$ cat config.mk
export PLATFORM = sky130hd
export DESIGN_NAME = rank_loader
export DESIGN_NICKNAME = d
export VERILOG_FILES = /design/src/rtl/rank_loader.sv
export SDC_FILE = /design/constraint.sdc
export NUM_CORES = 1
export LEC_CHECK = 0
export BUFFER_PORTS_ARGS = -buffer_cell sky130_fd_sc_hd__buf_2
export CELL_PAD_IN_SITES_DETAIL_PLACEMENT = 1
export CELL_PAD_IN_SITES_GLOBAL_PLACEMENT = 1
export CORE_MARGIN = 2
export CORE_UTILIZATION = 39
export DETAILED_ROUTE_END_ITERATION = 10
export HOLD_SLACK_MARGIN = 0.02
export PLACE_DENSITY_LB_ADDON = 0.1
export SLEW_MARGIN = 20
export SYNTH_ARGS = -nofsm -noshare
export SYNTH_HDL_FRONTEND = slang
export SYNTH_SLANG_ARGS = --single-unit
$ cat constraint.sdc
create_clock -name clk -period 2.6 [get_ports clk]
set_input_delay 0.52 -clock clk [delete_from_list [all_inputs] [get_ports clk]]
set_output_delay 0.52 -clock clk [all_outputs]
set_load 0.03 [all_outputs]
$ cat src/rtl/rank_loader.sv
// rtl/rank_loader.sv - Collects (id, score) beats into a slot array, then sequences one sort-stage run.
module rank_loader #(
    parameter int DATA_WIDTH  = 16,
    parameter int NUM_WORDS   = 32,
    parameter int SORT_CYCLES = 275
) (
    input  logic                            clk,
    input  logic                            rst,
    input  logic                            in_valid,
    output logic                            in_ready,
    input  logic [5:0]                      in_id,
    input  logic [DATA_WIDTH-1:0]           in_data,
    input  logic                            in_last,
    input  logic                            start,
    output logic [DATA_WIDTH*NUM_WORDS-1:0] array_out,
    output logic                            sort_clr,
    output logic                            sort_en,
    output logic                            done,
    output logic                            dup_err,
    output logic                            range_err
);

    localparam int         IDX_W    = (NUM_WORDS > 1) ? $clog2(NUM_WORDS) : 1;
    localparam logic [8:0] LAST_CNT = 9'(SORT_CYCLES - 1);

    typedef enum logic [1:0] {
        ST_LOAD,
        ST_CLEAR,
        ST_SORT,
        ST_DONE
    } state_t;

    state_t                  r_state;
    state_t                  w_next;
    logic [NUM_WORDS-1:0]    r_written;
    logic [DATA_WIDTH-1:0]   r_mem [NUM_WORDS];
    logic [8:0]              r_cnt;
    logic                    r_dup_err;
    logic                    r_range_err;

    logic                    w_accept;
    logic                    w_in_range;
    logic [IDX_W-1:0]        w_idx;

    assign w_accept   = in_valid && (r_state == ST_LOAD);
    assign w_in_range = (32'(in_id) < NUM_WORDS);
    assign w_idx      = in_id[IDX_W-1:0];

    always_comb begin
        w_next   = r_state;
        in_ready = 1'b0;
        sort_clr = 1'b0;
        sort_en  = 1'b0;
        done     = 1'b0;
        case (r_state)
            ST_LOAD: begin
                in_ready = 1'b1;
                if (w_accept && in_last) w_next = ST_CLEAR;
            end
            ST_CLEAR: begin
                sort_clr = 1'b1;
                w_next   = ST_SORT;
            end
            ST_SORT: begin
                sort_en = 1'b1;
                if (r_cnt == LAST_CNT) w_next = ST_DONE;
            end
            ST_DONE: begin
                done = 1'b1;
                if (start) w_next = ST_LOAD;
            end
            default: w_next = ST_LOAD;
        endcase
    end

    always_ff @(posedge clk or posedge rst) begin
        if (rst) begin
            r_state     <= ST_LOAD;
            r_written   <= '0;
            r_cnt       <= '0;
            r_dup_err   <= 1'b0;
            r_range_err <= 1'b0;
        end else begin
            r_state <= w_next;
            case (r_state)
                ST_LOAD: begin
                    if (w_accept) begin
                        if (w_in_range) begin
                            r_written[w_idx] <= 1'b1;
                            if (r_written[w_idx]) r_dup_err <= 1'b1;
                        end else begin
                            r_range_err <= 1'b1;
                        end
                    end
                end
                ST_SORT: begin
                    if (r_cnt != LAST_CNT) r_cnt <= r_cnt + 9'd1;
                end
                ST_DONE: begin
                    if (start) begin
                        r_written   <= '0;
                        r_cnt       <= '0;
                        r_dup_err   <= 1'b0;
                        r_range_err <= 1'b0;
                    end
                end
                default: ;
            endcase
        end
    end

    // Score storage is never reset; r_written masks stale contents on the output.
    always_ff @(posedge clk) begin
        if (w_accept && w_in_range) r_mem[w_idx] <= in_data;
    end

    for (genvar j = 0; j < NUM_WORDS; j++) begin : g_slot
        assign array_out[j*DATA_WIDTH +: DATA_WIDTH] = r_written[j] ? r_mem[j] : '0;
    end

    assign dup_err   = r_dup_err;
    assign range_err = r_range_err;

endmodule

# Yosys cells after proc, flatten, opt, wreduce, memory -nomap -nowiden
# Memory sizes are Yosys's and may differ from the RTL's.
# Cells that the tools add are included.
[op_classes]
add_sub_neg = 1
mul = 0
n_div = 0
order_cmp = 3
n_eq_ne = 13
shifts = 0
muxes = 61
bitwise_logic = 1
reduce_logical = 12
[ops]
columns = ["op", "n"]
rows = [
  ["16-bit two-way mux", 32],
  ["32-bit two-way mux", 3],
  ["32-bit one-hot mux with 2 select lines", 1],
  ["32-bit OR", 1],
  ["9-bit two-way mux", 2],
  ["9-bit one-hot mux with 2 select lines", 1],
  ["1-bit two-way mux", 14],
  ["2-bit != test, second input constant", 6],
  ["9-bit by 1-bit adder with 9-bit output, second input constant", 1],
  ["9-bit == test, second input constant", 1],
  ["9-bit != test, second input constant", 1],
  ["2-bit one-hot mux with 4 select lines", 1],
  ["4-bit AND reduction", 2],
  ["5-bit by 6-bit < comparator with 1-bit output, second input constant", 1],
  ["6-bit < comparator, second input constant", 1],
  ["2-bit two-way mux", 3],
  ["3-bit AND reduction", 2],
  ["1-bit binary-select mux with 5-bit select", 1],
  ["1-bit demux with 5-bit select", 1],
  ["5-bit by 1-bit >= comparator with 1-bit output, second input constant", 1],
  ["5-bit AND reduction", 1],
  ["2-bit == test, second input constant", 2],
  ["1-bit logical AND", 4],
  ["2-bit by 1-bit != test with 1-bit output, second input constant", 2],
  ["other kinds (4)", 6],
]
[totals]
reg_bits = 45
latchBits = 0
ram_bits = 512
mem_bits_ro = 0
input_bits = 27
out_inout_bits = 518
memories = 1
[memory_table]
columns = ["memory", "words", "width", "read_ports", "rd_ports_with_merged_regs", "write_ports", "line_no", "source"]
rows = [
  ["r_mem", 32, 16, 32, 0, 1, "36", "logic [DATA_WIDTH-1:0] r_mem [NUM_WORDS];"],
]

# Longest topological paths before layout
# Gate-level depths: netlist of run 1.
[depth]
word_depth = 8
mapped_depth = 7
ltp_nobuf = 7

# Worst setup path after synthesis of run 1
# OpenSTA, ideal clock, no wires.
[synth_timing]
path_kind = "register -> register"
start = "register r_state[0]"
end = "memory r_mem[4][0], enable pin"
t_arrival_ns = 2.353
slack_ns = -0.141
stages_incl_launch_ff = 7
path_buffers = 1
synth_period_minus_slack_ns = 2.741
path_cell_list = "dfrtp_1 > inv_1 > ha_1 > nand3b_1 > or3_1 > clkbuf_1 > nor2_1"
[synth_via]
elab_chain_len = 5
[synth_lines]
columns = ["item", "line_no", "source"]
rows = [
  ["start: declaration", "33", "state_t r_state;"],
  ["start signal: assignment", "84", "r_state <= w_next;"],
  ["2-bit logical NOT", "45", "assign w_accept = in_valid && (r_state == ST_LOAD);"],
  ["1-bit logical AND", "45", ""],
  ["1-bit logical AND", "114", "if (w_accept && w_in_range) r_mem[w_idx] <= in_data;"],
  ["1-bit two-way mux", "114", ""],
  ["1-bit two-way mux (implied by the code)", "114", ""],
  ["end: declaration", "36", ""],
]
# Every way passes these cells.

# Worst setup path in the final report of run 1
[layout_timing]
start = "register r_state[0]"
end = "output port in_ready"
[layout_via]
elab_chain_len = 2
[layout_lines]
columns = ["item", "line_no", "source"]
rows = [
  ["2-bit logical NOT", "55", "case (r_state)"],
  ["1-bit two-way mux", "55", ""],
  ["end: declaration", "10", "output logic in_ready,"],
]
# Every way passes these cells.

==> summary.md, run 1 <==
| Metric | Value |
|---|---|
| Mapped Area | 21200 um2 |
| Final core occ | 0.505 |
| IO Pins | 545 |
| 1st-pass router iterations | 6 |
| Total core area | 53800 um2 |
| Int Power | 14.5 mW |
| Unrepaired setup endpoints after global routing | no |
| Final ANT Viol Nets | 0 |
| Area after DPL | 25300 um2 |
| Initial Utilization | 0.395 |
| Max Cap Viol | 0 |
| Post-synth EDFFs | 512 |
| Async set or reset register ratio after synthesis | 0.0808 |
| Layout cell share with drive strength beyond 1 | 0.351 |
| Vias in the first global route | 14000 |
| Leak Pwr | 11.6 nW |
| Vias | 13500 |
| Cell area after layout | 27200 um2 |
| Fin. Hold Viols | 0 |
| Cells after synthesis | 1352 |
| Switching share of power | 0.203 |
| Clk_skew | 14.4 ps |
| H-tree levels | 2 |
| Layout area overhead | 28.0% |
| Placement row count | 85 |
| Top_reg_cell synth | edfxtp_1 |
| CP Max Fanout | 5 |
| Initial antenna violation count | 4 |
| CP Launch Type | register |
| Gr usage total | 0.245 |
| Most frequent cells in the layout | 543 x buf_2, 512 x and2_1, 512 x edfxtp_1 |
| Critical path class | reg2out |
| Reg power frac | 0.535 |
| Measured slew at the worst slew-check pin | 1100 ps |
| CTS buffer count | 58 |
| Crit path DAT | 1850 ps |
| Nets | 2015 |
| Slew HR | 0.264 |
| Clk Tree Root Cell | clkbuf_16 |
| Clock Path Buffers | 3 |
| Top cell type's share of synthesized area | 0.724 |
| HPWL Detailed | 47000 um |
| Vias per cell | 4.96 |
| Yosys reg bits | 557 |
| Final setup fails | 0 |
| First-pass GRT wire length | 98600 um |
| DIE HEIGHT | 237 um |
| Ys Warns | 0 |
| Psw | 3.72 mW |
| Top cells by area, synth | edfxtp_1 72%, and2_1 15%, dfrtp_1 5.3% |
| TritonCTS Sinks | 557 |
| Final Max Slew Viols | 0 |
| Gpl congestion | 0.827 |
| I/O Buffers | 544 |
| Synth area leader | edfxtp_1 |
| # DRC | 0 |
| Placed cells | 2616 |
| Worst-Skew Late Latency | 610 ps |
| Commonest non-fill, non-tap cell in the layout | buf_2 |
| Hold_ws | 279 ps |
| Finished Layout Cells | 2727 |
| Full die area | 56300 um2 |
| Total congestion overflow | 0 |
| CTS tree | built |
| Fin crit share | 0.912 |
| Pin count of the biggest net entering global routing | 33 |
| Sequential area share after synthesis | 0.777 |
| Avg Cell Area, Syn | 15.7 um2 |
| Final min period | 2370 ps |
| Part of the power in combinational logic | 0.020 |
| Class of the worst hold path | in2reg |
| Setup repair bufs after CTS | 0 |
| Maximum vdd ir drop | 0.513 mV |
| Fmax achieved | 421 MHz |
| Netlist cell types | 43 |
| Iter 0 DRT Violations | 790 |
| Syn_nets | 1386 |
| Pwr Density | 672 nW/um2 |
| Clk pwr share | 0.445 |
| Run status | completed |
| Die X | 237 um |
| Detailed-route wire length | 70300 um |
| Wire per inst | 25.8 um |
| CP Capture Type | output pin |
| Crit path required time | 2080 ps |
| Clk pin slew, worst setup/hold paths | 60 ps |
| Setup TNS Final | 0 ps |
[flip-flops by register name (all words and copies together) (netlist names)]
name       cells
range_err      1
dup_err        1
r_state        2
r_cnt          9
r_mem        512
r_written     32
[cell type report]
type	instances	area (um2)
timing repair buffer	615	3370
multi-input combinational	742	4550
clock inverter	24	198
antenna	3	7.51
tap	696	871
fill	5391	26600
inverter	7	26.3
sequential	557	16500
clock buffer	83	1660
[cell usage after synthesis, types with 5 or more instances]
library cell / count
clkbuf_1: 39
a21boi_0: 6
nor2_1: 74
dfrtp_1: 45
mux2i_1: 12
a21oi_1: 34
nor3_1: 5
buf_2: 5
nand2_1: 22
edfxtp_1: 512
and2_1: 512
o21ai_0: 15
inv_1: 7
ha_1: 7
[layer usage]
metal,routed length (um),track usage
met1,28900,0.312
met2,35000,0.416
met3,4630,0.0592
met4,1720,0.0724
met5,23,0
[worst max-delay path, cell delays in order (launching register included)]
cell,delay [ps]
dfrtp_1,410
inv_1,120
ha_1,280
buf_4,210
buf_2,220
[through the flow]
stage | setup WS, ps | total power [mW]
3_3_place_gp | 308 | 10.3
5_1_grt | 7.27 | 18.7
4_1_cts | 185 | 18.4
3_5_place_dp | 256 | 10.3
6_report | 228 | 18.3
2_1_floorplan | -141 | 10.0
[cell families after synthesis]
family,after synthesis,synth area share
compound gates,72,0.0197
flops,557,0.777
mux,17,0.00901
buf+inv,53,0.0105
fa+ha+maj,7,0.00412
simple gates,646,0.180
[final timing paths]
path / start / end / slack [ps] / cells past startpoint
min in group asynchronous: rst / r_written[26] / 510 / 3
max in group asynchronous: rst / r_state[1] / 1360 / 4
worst min register to register: r_cnt[8] / r_cnt[8] / 550 / 2
worst max-delay path: r_state[0] / in_ready / 230 / 4
worst max register to register: r_state[0] / r_mem[2][7] / 230 / 6
worst min-delay path: start / range_err / 280 / 4
[power groups by stage]
stage | sequential, mW | combinational, mW | clock, mW
floorplan | 9.97 | 0.0527 | 0
global placement | 9.97 | 0.363 | 0
detailed placement | 9.97 | 0.367 | 0
CTS | 9.78 | 0.372 | 8.26
global route | 9.77 | 0.385 | 8.58
finish | 9.78 | 0.360 | 8.13
[repair_timing]
| item | CTS | global route |
|---|---|---|
| gates resized for setup | 0 | 0 |
| setup endpoints to repair | 0 | 0 |
| hold buffers | 1 | 0 |
| endpoints found under the hold margin | 16 | 0 |
Power figures use the tool's default switching activity.
==> run 2: changes to the inputs <==
MAX_ROUTING_LAYER = met4   (was unset)
==> summary.md, run 2 (synthesis gave the netlist of run 1 again) <==
| Metric | Value |
|---|---|
| Max Cap Viol | 0 |
| Gpl congestion | 0.841 |
| Leak Pwr | 11.6 nW |
| Fin. Hold Viols | 0 |
| HPWL Detailed | 47000 um |
| Clk pwr share | 0.445 |
| Final ANT Viol Nets | 0 |
| CTS buffer count | 58 |
| Crit path required time | 2910 ps |
| FF+latch area | 16500 um2 |
| IO Pins | 545 |
| Slew HR | 0.271 |
| Maximum vdd ir drop | 0.512 mV |
| Pin count of the biggest net entering global routing | 33 |
| # DRC | 0 |
| Placed cells | 2616 |
| Part of the power in combinational logic | 0.020 |
| Post-cts resize count | 0 |
| Finished Layout Cells | 2729 |
| Full die area | 56300 um2 |
| Fmax achieved | 419 MHz |
| Int Power | 14.5 mW |
| Filler instances | 5392 |
| Clock Path Buffers | 3 |
| Clk Tree Root Cell | clkbuf_16 |
| Layout cell share with drive strength beyond 1 | 0.351 |
| Unrepaired setup endpoints after global routing | no |
| Total congestion overflow | 0 |
| Measured slew at the worst slew-check pin | 1090 ps |
| Final Power | 18.3 mW |
| First-pass GRT wire length | 98700 um |
| Layout area overhead | 28.0% |
| Detailed-route wire length | 70200 um |
| Critical path class | reg2reg |
| Worst-Skew Late Latency | 610 ps |
| Iter 0 DRT Violations | 843 |
| Biggest register | r_mem |
| Psw | 3.70 mW |
| CP Max Fanout | 16 |
| Final worst slack | 212 ps |
| H-tree levels | 2 |
| CP Launch Type | register |
| Clk_skew | 15.1 ps |
| Initial antenna violation count | 4 |
| Most frequent cells in the layout | 543 x buf_2, 512 x and2_1, 512 x edfxtp_1 |
| Post-Place Worst Slack | 256 ps |
| Vias in the first global route | 14000 |
| Reg power frac | 0.536 |
| Hold_ws | 285 ps |
| Area occupied by multi-input gates | 4550 um2 |
| 1st-pass router iterations | 5 |
| Pwr Density | 671 nW/um2 |
| DIE HEIGHT | 237 um |
| Total core area | 53800 um2 |
| Crit path DAT | 2700 ps |
| Final setup fails | 0 |
| I/O Buffers | 544 |
| Vias per cell | 4.94 |
| Clk pin slew, worst setup/hold paths | 60 ps |
| Largest register FFs | 512 |
| Wire per inst | 25.7 um |
| Initial Utilization | 0.395 |
| Class of the worst hold path | in2reg |
| TritonCTS Sinks | 557 |
| Placement row count | 85 |
| Fin crit share | 0.918 |
| Die X | 237 um |
| Run status | completed |
| Final min period | 2390 ps |
| CP Capture Type | register |
| Commonest non-fill, non-tap cell in the layout | buf_2 |
| Final Max Slew Viols | 0 |
| CTS tree | built |
| Gr usage total | 0.252 |
| Nets | 2015 |
| Vias | 13500 |
| Switching share of power | 0.203 |
| Largest registers | r_mem x512, r_written x32, r_cnt x9 |
-- run 2: changes by cell type in the layout (fill, tap and decap cells not counted) --
cell / change
diode_2: +2
-- run 2: layout make-up --
cell class                 count  share of cell area
sequential                   557               0.607
multi-input combinational    742               0.167
timing repair buffer         615               0.124
clock buffer                  83              0.0610
tap                          696              0.0320
clock inverter                24             0.00727
inverter                       7            0.000966
antenna                        5            0.000460
-- run 2: path summary, 6_finish.rpt --
check	startpoint	end	slack (ps)	cells after the start
setup / recovery	r_state[0]	r_mem[8][15]	210	7
hold / removal	start	range_err	280	4
hold reg to reg	r_cnt[8]	r_cnt[8]	540	2
min in group asynchronous	rst	r_written[26]	490	3
setup reg to reg	r_state[0]	r_mem[8][15]	210	7
max in group asynchronous	rst	r_state[1]	1380	4
-- run 2: power by group through the flow --
stage	logic, mW	registers, mW	clock network (mW)
floorplan	0.0527	9.97	0
global placement	0.363	9.97	0
detailed placement	0.367	9.97	0
CTS	0.372	9.78	8.26
global route	0.386	9.77	8.58
finish	0.360	9.78	8.11
-- run 2: critical path: stages, from the launching register on --
cell      delay (ps)
dfrtp_1          410
inv_1            120
ha_1             290
nand3b_1         210
or3_1            410
buf_4            220
nor2_1           220
buf_12           190
-- run 2: timing repair --
action,CTS,global route
endpoints found under the setup margin,0,0
hold buffers,1,0
setup buffers,0,0
hold endpoints to repair,16,0
-- run 2: routing by layer --
layer / part of all wire / GRT usage / up-vias / routed length (um)
li1: - / - / 6022 / -
met1: 0.41 / 0.315 / 6914 / 29000
met2: 0.50 / 0.415 / 456 / 35100
met3: 0.064 / 0.0569 / 99 / 4500
met4: 0.024 / 0.0724 / 0 / 1670
met5: 0 / - / - / 0
-- run 2: through the flow --
stage                     setup TNS, ps  utilization  instance area (um2)
after floorplan                  -31180            -                21200
after global placement                0        0.470                25300
after detailed placement              0        0.470                25300
after CTS                             0        0.505                27200
after global routing                  0        0.505                27200
final                                 0        0.505                27200
==> run 3: changes to the inputs <==
RECOVER_POWER = 50   (was unset)
SKIP_LAST_GASP = 1   (was unset)
==> summary.md, run 3 (synthesis gave the netlist of run 1 again) <==
| Metric | Value |
|---|---|
| Placed cells | 2616 |
| 1st-pass router iterations | 5 |
| CP Capture Type | output pin |
| Initial Utilization | 0.395 |
| Worst path slowest cell | clkbuf_1 |
| Layout cell share with drive strength beyond 1 | 0.286 |
| Detailed-route wire length | 70200 um |
| Setup TNS Final | 0 ps |
| Hold Path Depth | 4 |
| Leak Pwr | 11.0 nW |
| Largest register FFs | 512 |
| Buf+Inv Stages, Crit Path | 2 |
| Clock Path Buffers | 3 |
| Die X | 237 um |
| Post-cts resize count | 0 |
| Crit path depth | 3 |
| Vias | 13500 |
| Unrepaired setup endpoints after global routing | no |
| Maximum vdd ir drop | 0.513 mV |
| Failing checks | max-capacitance violations, max-slew violations |
| Fin. Hold Viols | 0 |
| Worst-Skew Late Latency | 610 ps |
| Clk Tree Root Cell | clkbuf_16 |
| Nets | 2015 |
| Critical path class | reg2out |
| Crit path DAT | 1990 ps |
| Crit-path max cell delay | 520 ps |
| Fmax achieved | 399 MHz |
| Reg2Reg Depth | 6 |
| Commonest non-fill, non-tap cell in the layout | edfxtp_1 |
| Layout area overhead | 26.6% |
| Final Max Slew Viols | 170 |
| HPWL Detailed | 47000 um |
| Most frequent cells in the layout | 512 x edfxtp_1, 475 x and2_1, 418 x buf_2 |
| Measured slew at the worst slew-check pin | 2540 ps |
| Vias in the first global route | 14000 |
| Wire per inst | 25.7 um |
| Crit path required time | 2080 ps |
| Final ANT Viol Nets | 0 |
| Initial antenna violation count | 4 |
| Gpl congestion | 0.841 |
| CTS buffer count | 58 |
| Clk_skew | 13.6 ps |
| CP cell instances | clkbuf_1, and2_0, buf_2 |
| H-tree levels | 2 |
| Fin crit share | 0.964 |
| CTS tree | built |
| CP Max Fanout | 18 |
| Placement row count | 85 |
| Pwr Density | 678 nW/um2 |
| Final setup fails | 0 |
| Run status | finished, violations left |
| TritonCTS Sinks | 557 |
| Pin count of the biggest net entering global routing | 33 |
| Largest registers | r_mem x512, r_written x32, r_cnt x9 |
| Cell area after layout | 26900 um2 |
| Area after DPL | 25300 um2 |
| Total core area | 53800 um2 |
| Finished Layout Cells | 2729 |
| Vias per cell | 4.93 |
| Clk pin slew, worst setup/hold paths | 60 ps |
| I/O Buffers | 544 |
| Top delay family on crit path | buffers and inverters |
| Biggest register | r_mem |
| Setup repair bufs after CTS | 0 |
| Reg-to-reg slack, setup | 250 ps |
| # DRC | 0 |
| DIE HEIGHT | 237 um |
| First-pass GRT wire length | 98700 um |
| Final min period | 2510 ps |
| Total congestion overflow | 0 |
| Class of the worst hold path | in2reg |
| CP Launch Type | register |
| IO Pins | 545 |
| Gr usage total | 0.252 |
| Max Cap Viol | 7 |
| Iter 0 DRT Violations | 826 |
| Slew HR | -0.697 |
| Full die area | 56300 um2 |
## run 3: routing by layer
layer,vias up,part of all wire,GRT usage
met2,449,0.50,0.415
met1,6899,0.41,0.315
li1,6016,-,-
met3,96,0.062,0.0569
met4,0,0.023,0.0724
met5,-,0,-
## run 3: where the power goes
part           leakage [nW]  switching [mW]  internal [mW]
logic                  4.89           0.297         0.0390
registers              5.19               0           9.79
clock network         0.907            3.40           4.71
## run 3: final cells by class
| class | count | area [um2] |
|---|---|---|
| Clock inverter | 24 | 198 |
| Timing Repair Buffer | 615 | 3090 |
| Fill cell | 5476 | 26900 |
| Tap cell | 696 | 871 |
| Inverter | 7 | 26.3 |
| Antenna cell | 5 | 12.5 |
| Sequential cell | 557 | 16500 |
| Clock buffer | 83 | 1660 |
| Multi-Input combinational cell | 742 | 4530 |
## run 3: per-stage QoR
stage	utilization	hold slack, ps	power (mW)	setup WS [ps]
4_1_cts	0.505	239	18.4	185
3_3_place_gp	0.470	511	10.3	308
3_5_place_dp	0.470	525	10.3	256
2_1_floorplan	-	481	10.0	-141
6_report	0.500	288	18.2	94.1
5_1_grt	0.500	279	18.7	11.5
## run 3: path summary, 6_finish.rpt
path                                    start        endpoint
worst max-delay path            r_written[13]  array_out[215]
worst min-delay path                    start       range_err
worst max register to register     r_state[0]    r_mem[2][14]
worst min register to register       r_cnt[8]        r_cnt[8]
max in group asynchronous                 rst      r_state[1]
min in group asynchronous                 rst   r_written[26]
## run 3: timing repair
item | in CTS | in global routing
hold buffers | 1 | 0
endpoints found under the setup margin | 0 | 0
hold endpoints to repair | 16 | 0
## run 3: tightest hold or removal path, stage by stage
cell,delay [ps]
buf_2,130
inv_1,50
o21ai_0,70
o21ai_0,80
